## config.mk

```make
export PLATFORM = sky130hd
export DESIGN_NAME = fib_alu_sequencer
export DESIGN_NICKNAME = d
export VERILOG_FILES = /design/src/rtl/fib_alu_sequencer_pkg.sv /design/src/rtl/fib_alu_sequencer.sv
export SDC_FILE = /design/constraint.sdc
export NUM_CORES = 1
export LEC_CHECK = 0
export BUFFER_PORTS_ARGS = -buffer_cell sky130_fd_sc_hd__buf_2
export CORE_MARGIN = 1
export CORE_UTILIZATION = 50
export CTS_CLUSTER_SIZE = 16
export DETAILED_ROUTE_END_ITERATION = 10
export PLACE_DENSITY = 0.79
export SLEW_MARGIN = 20
export SYNTH_ARGS = -nofsm -noshare
export SYNTH_HDL_FRONTEND = slang
export SYNTH_SLANG_ARGS = --single-unit
```

## constraint.sdc

```tcl
create_clock -name clk -period 5.6 [get_ports clk]
set_clock_uncertainty 0.05 [all_clocks]
set_input_delay 0.84 -clock clk [delete_from_list [all_inputs] [get_ports clk]]
set_output_delay 0.84 -clock clk [all_outputs]
set_load 0.005 [all_outputs]
```

## src/rtl/fib_alu_sequencer_pkg.sv

```systemverilog
// Shared constants for the Fibonacci/ALU sequencer: ALU opcodes, flag bit
// positions and the sequencer state encoding.
package fib_alu_sequencer_pkg;

  localparam logic [7:0] ALU_OP_NOP = 8'b00000000;
  localparam logic [7:0] ALU_OP_ADD = 8'b00000101;

  localparam int unsigned FLAG_CARRY_BIT = 3;

  typedef enum logic [1:0] {
    ST_IDLE,
    ST_EMIT,
    ST_ADD,
    ST_DONE
  } seq_state_t;

endpackage

```

## src/rtl/fib_alu_sequencer.sv

```systemverilog
// Sequences an external combinational ALU to stream Fibonacci terms F0..F(n-1)
// over a valid/ready port. Optional macro FIB_OVF_STOP_EN ends the run on carry.
module fib_alu_sequencer
  import fib_alu_sequencer_pkg::*;
#(
  parameter int unsigned WIDTH     = 16,
  parameter logic [7:0]  OP_ADD    = ALU_OP_ADD,
  parameter int unsigned CARRY_BIT = FLAG_CARRY_BIT,
  parameter int unsigned CNT_W     = 8
) (
  input  logic             clk,
  input  logic             rst_n,
  input  logic             start,
  input  logic [CNT_W-1:0] n_terms,
  output logic             busy,
  output logic             done,
  output logic             ovf,
  output logic             out_valid,
  input  logic             out_ready,
  output logic [WIDTH-1:0] out_data,
  output logic [CNT_W-1:0] out_index,
  output logic [WIDTH-1:0] alu_a,
  output logic [WIDTH-1:0] alu_b,
  output logic [7:0]       alu_opcode,
  output logic             alu_cin,
  input  logic [WIDTH-1:0] alu_c,
  input  logic [4:0]       alu_flags
);

  seq_state_t       state;
  logic [WIDTH-1:0] prev;
  logic [WIDTH-1:0] cur;
  logic [CNT_W-1:0] count;
  logic [CNT_W-1:0] n_lat;
  logic [CNT_W-1:0] count_nxt;
  logic             carry;
  logic             unused_flags;

  assign count_nxt    = count + 1'b1;
  assign carry        = alu_flags[CARRY_BIT];
  assign unused_flags = ^alu_flags;

  assign out_data  = cur;
  assign out_index = count;
  assign alu_a     = prev;
  assign alu_b     = cur;
  assign alu_cin   = 1'b0;

  // done/busy are registered out of DONE, so they change as the FSM returns to IDLE
  always_ff @(posedge clk or negedge rst_n) begin
    if (!rst_n) begin
      state      <= ST_IDLE;
      prev       <= '0;
      cur        <= '0;
      count      <= '0;
      n_lat      <= '0;
      busy       <= 1'b0;
      done       <= 1'b0;
      ovf        <= 1'b0;
      out_valid  <= 1'b0;
      alu_opcode <= '0;
    end else begin
      done <= 1'b0;
      case (state)
        ST_IDLE: begin
          if (start) begin
            n_lat <= n_terms;
            prev  <= {{(WIDTH-1){1'b0}}, 1'b1};
            cur   <= '0;
            count <= '0;
            ovf   <= 1'b0;
            busy  <= 1'b1;
            if (n_terms == '0) begin
              state <= ST_DONE;
            end else begin
              state     <= ST_EMIT;
              out_valid <= 1'b1;
            end
          end
        end
        ST_EMIT: begin
          if (out_valid && out_ready) begin
            out_valid <= 1'b0;
            count     <= count_nxt;
            if (count_nxt == n_lat) begin
              state <= ST_DONE;
            end else begin
              state      <= ST_ADD;
              alu_opcode <= OP_ADD;
            end
          end
        end
        ST_ADD: begin
          alu_opcode <= '0;
          prev       <= cur;
          cur        <= alu_c;
          if (carry) ovf <= 1'b1;
`ifdef FIB_OVF_STOP_EN
          if (carry) begin
            state <= ST_DONE;
          end else begin
            state     <= ST_EMIT;
            out_valid <= 1'b1;
          end
`else
          state     <= ST_EMIT;
          out_valid <= 1'b1;
`endif
        end
        ST_DONE: begin
          done  <= 1'b1;
          busy  <= 1'b0;
          state <= ST_IDLE;
        end
        default: state <= ST_IDLE;
      endcase
    end
  end

endmodule

```

* Yosys cells after proc, flatten, opt, wreduce, memory -nomap -nowiden
Index checks and enable logic that the tools add are counted.
** Operators by class
- Add/sub/neg operators :: 1
- Muxes and demuxes :: 25
- Reductions and logical operators :: 16
- Eq/ne operators :: 9
** Operator list (count)
- one-hot mux 16 bit (2 select lines) :: 2
- two-way mux 16 bit :: 2
- two-way mux 8 bit :: 4
- one-hot mux 8 bit (2 select lines) :: 2
- inequality test 2 bit (second input constant) :: 5
- AND reduction 3 bit :: 3
- adder 8 x 1 -> 8 bit (second input constant) :: 1
- == test 8 bit :: 1
- zero test 8 bit :: 1
- two-way mux 1 bit :: 8
- one-hot mux 2 bit (4 select lines) :: 1
- AND reduction 2 bit :: 4
- nonzero test 2 bit :: 4
- two-way mux 2 bit :: 3
- == test 2 bit (second input constant) :: 2
- one-hot mux 1 bit (2 select lines) :: 2
- AND reduction 4 bit :: 1
- one-hot mux 1 bit (3 select lines) :: 1
- nonzero test 3 bit :: 1
- == test 2 x 1 -> 1 bit (second input constant) :: 1
- zero test 2 bit :: 1
- logical AND 1 bit :: 1
** Storage, ports and cells
- Output and inout port bits :: 69
- Word-level logic and storage cells :: 61
- Register bits after elaboration :: 62

* Longest topological paths before layout
- Depth in word-level cells :: 5
- Depth in mapped cells :: 7

* Worst setup path after synthesis
No wires, ideal clock.
- Kind :: reg2reg
- Start point :: register count[0], in the netlist out_index[0]
- End point :: register alu_opcode[0]
- Clock period less this slack :: 1981 ps
- Library setup time :: 121 ps
- Data arrival time :: 1810 ps
- Stages on the path, launching flop included :: 8
- Path buffers :: 0
- Path slack :: 3619 ps
- Cell sequence :: dfrtp_1 > ha_1 > nand3_2 > nor2_4 > xnor2_1 > a2111oi_2 > o221ai_2 > a22o_2
** On the way
- Cells in the longest elaborated chain, start to end :: 4
** Ends and longest elaborated chain
- start: declaration :: line fib_alu_sequencer.sv:33 : logic [CNT_W-1:0] count;
- start signal: assignment :: line fib_alu_sequencer.sv:84 : count <= count_nxt;
- adder 8 x 1 -> 8 bit :: line fib_alu_sequencer.sv:39 : assign count_nxt = count + 1'b1;
- == test 8 bit :: line fib_alu_sequencer.sv:85 : if (count_nxt == n_lat) begin
- inequality test 2 bit (no line)
- AND reduction 3 bit (no line)
- end signal: assignment :: line fib_alu_sequencer.sv:61 : alu_opcode <= '0;
- end signal: assignment :: line fib_alu_sequencer.sv:89 : alu_opcode <= OP_ADD;
- end signal: assignment :: line fib_alu_sequencer.sv:94 : alu_opcode <= '0;
- end: declaration :: line fib_alu_sequencer.sv:24 : output logic [7:0] alu_opcode,
No other way between the ends.
A chain may end at the register's enable or synchronous reset.

* Worst setup path in the final report
Same ends and word-level chain as after synthesis.

==> impl_metrics.py <==
metrics = {
    "run_status": {
        "status": "complete, no violations",
    },
    "timing": {
        "min_period_over_period": 0.385,
        "worst_pin_slew_ns": 0.686,
        "slew_violations": 0,
        "relSlewSlack": 0.543,
        "post-route-min-period_ns": 2.15,
        "tns_ns": 0,
        "rsz0062_at_grt": "false",
        "fmax_mhz": 464,
        "hold_viol": 0,
        "setup_viol": 0,
    },
    "clocking": {
        "cts.reportedPaths.clkPinSlew_ns": 0.10,
        "h-tree-depth": 2,
        "ctsResizeCount": 0,
        "cts-hold-fix-buffers": 0,
        "cts_tree": "yes",
        "cts_setup_buffers": 0,
        "cts.path.max_buffers": 2,
        "clkSinkCount": 55,
        "clk_latency_ns": 0.31,
        "cts_buffers": 5,
        "cts-root-buf": "clkbuf_8",
    },
    "routing": {
        "post_drt_via_cell_ratio": 5.12,
        "dr.max_layer_used": "met4",
        "route.detailed.drc": 0,
        "postRouteAntennaNets": 0,
        "first_pass_iters": 4,
        "drt_iter0_drc": 128,
        "wl_per_cell_um": 13.5,
        "postRouteWirelength_mm": 5.65,
        "wl_met1_mm": 2.52,
        "met2_length_mm": 2.83,
        "route.met3.wl_um": 259,
        "num_vias": 2142,
    },
    "setup_path": {
        "critPathKind": "reg -> reg",
        "crit_required_ns": 5.75,
        "reg2regPathDepth": 7,
        "timing.rr.end": "alu_opcode[0]$_DFFE_PN0P_",
        "crit_path_start_kind": "register",
        "r2r_slack_ns": 3.45,
        "worstPathArrival_ns": 2.31,
        "cp-end-kind": "register",
        "crit_fanout": 6,
        "rr_startpoint": "out_index[0]$_DFFE_PN0P_",
    },
    "synthesis": {
        "synth_edf_count": 0,
        "yosys.cell_types.count": 40,
        "synth-seq-area-share": 0.520,
        "synth_top_area_frac": 0.520,
        "syn_avg_cell_area_um2": 9.45,
        "netlist_area_um2": 2650,
        "synth_flop_cell": "dfrtp_1",
        "ys_top_cells_by_count": "71 x nand2_1, 55 x dfrtp_1, 33 x nand3_1, 25 x buf_4, 13 x o21ai_0",
        "synth_seq_cells": 55,
        "async_flop_share": 1.00,
        "syn_inst": 280,
        "synth.area.top_cells": "dfrtp_1 52%, nand2_1 10%, buf_4 7.1%",
        "yosys.area.top_type": "dfrtp_1",
        "ys_warn_count": 0,
        "synth_most_common_cell": "nand2_1",
    },
    "global_routing": {
        "grt_max_degree": 56,
        "grt-ovfl-total": 0,
        "first_global_vias": 1823,
        "antenna_found_initial": 0,
        "grt_usage": 0.212,
        "grt_pass1_wl_mm": 8.94,
    },
    "finish": {
        "fin_cells": 418,
        "nets": 381,
        "drive_above_1_share": 0.342,
        "area_growth_pct": 17.2,
        "num_antenna_cells": 0,
    },
    "worst_hold_path": {
        "hold-path-endpoint": "alu_a[12]$_DFFE_PN0P_",
        "min_path_type": "reg -> reg",
        "hold_path_depth": 2,
        "hp-start": "alu_a[12]$_DFFE_PN0P_",
    },
    "pwr": {
        "p_leak_uw": 0.00176,
        "power_density_nw_per_um2": 425,
        "report.power.total_uw": 1320,
        "ir_worst_vdd_v": 0.000224,
    },
    "placed_design": {
        "dp.cells": 410,
        "dpl.hpwl_mm": 3.94,
        "place_congestion": 0.778,
        "port_buffers": 90,
    },
    "die": {
        "start_util": 0.518,
        "core_area_um2": 5110,
        "io_pins": 102,
        "die_h_um": 74.8,
        "die_w_um": 74.8,
        "die_area_um2": 5590,
        "fp-row-count": 26,
    },
    "run": {
        "cap_violations": 0,
    },
}
[registers in the layout, indices dropped and copies added (netlist names)]
| signal | flops |
|---|---|
| alu_a | 16 |
| alu_b | 16 |
| n_lat | 8 |
| out_index | 8 |
| state | 2 |
| alu_opcode | 1 |
| busy | 1 |
| done | 1 |
| out_valid | 1 |
| ovf | 1 |
[worst max-delay path by stage]
stage / from / slack (ns) / cells past startpoint / to
4_1_cts: out_index[0]$_DFFE_PN0P_ / 3.44 / 7 / alu_opcode[0]$_DFFE_PN0P_
6_report: out_index[0]$_DFFE_PN0P_ / 3.45 / 7 / alu_opcode[0]$_DFFE_PN0P_
3_5_place_dp: out_ready / 3.19 / 6 / out_index[5]$_DFFE_PN0P_
5_1_grt: out_index[0]$_DFFE_PN0P_ / 3.30 / 7 / alu_opcode[0]$_DFFE_PN0P_
2_1_floorplan: out_index[0]$_DFFE_PN0P_ / 3.62 / 7 / alu_opcode[0]$_DFFE_PN0P_
3_3_place_gp: out_ready / 3.28 / 6 / out_index[4]$_DFFE_PN0P_
[logic make-up (layout without fill, tap and decap cells)]
group	count (synthesis)	after routing	synth area share
simple gates	130	130	0.219
flops	55	55	0.520
buf+inv	43	105	0.0998
compound gates	30	30	0.0804
xor+xnor	11	11	0.0364
mux	9	9	0.0378
fa+ha+maj	1	1	0.00473
other cells	1	7	0.00142
[critical path: stages (launching register included)]
cell and delay, ns:
dfrtp_1 0.46, ha_1 0.31, nand3_2 0.16, nor2_4 0.16, xnor2_1 0.10, a2111oi_2 0.40, o221ai_2 0.18, a22o_2 0.24
[report_power, final]
group / internal [uW] / switching [uW]
Clock: 135 / 135
Sequential: 535 / 108
Combinational: 219 / 185
Total: 889 / 428
[routing by layer]
metal | global-route usage | vias up
met5 | 0 | -
met4 | 0.0608 | 0
met3 | 0.0361 | 5
met2 | 0.341 | 61
met1 | 0.296 | 1040
li1 | - | 1036
[final cells by class]
| cell class | count | area (um2) |
|---|---|---|
| Fill cell | 459 | 2010 |
| Sequential cell | 55 | 1380 |
| Multi-Input combinational cell | 188 | 1030 |
| Timing Repair Buffer | 93 | 473 |
| Tap cell | 70 | 87.6 |
| Clock buffer | 5 | 68.8 |
| Clock inverter | 3 | 46.3 |
| Inverter | 4 | 15.0 |
[cells in the final DEF, fill, tap and decap left out, drive strengths merged, types with 4 or more instances in the layout]
master,synthesis,final
buf,30,93
nand2,71,71
dfrtp,55,55
nand3,34,34
o21ai,13,13
nor2,10,10
mux2,8,8
xnor2,8,8
conb,1,7
clkbuf,9,5
inv,4,5
and3,4,4
a21oi,4,4
[stage by stage]
| stage | util | worst slack, ns | cell area, um2 | hold WS (ns) |
|---|---|---|---|---|
| 2_1_floorplan | - | 3.62 | 2670 | 0.442 |
| 3_3_place_gp | 0.584 | 3.28 | 2980 | 0.427 |
| 3_5_place_dp | 0.584 | 3.19 | 2980 | 0.429 |
| 4_1_cts | 0.607 | 3.44 | 3100 | 0.460 |
| 5_1_grt | 0.607 | 3.30 | 3100 | 0.484 |
| 6_report | 0.607 | 3.45 | 3100 | 0.452 |
Note: power is estimated with default switching activity, not from simulation.
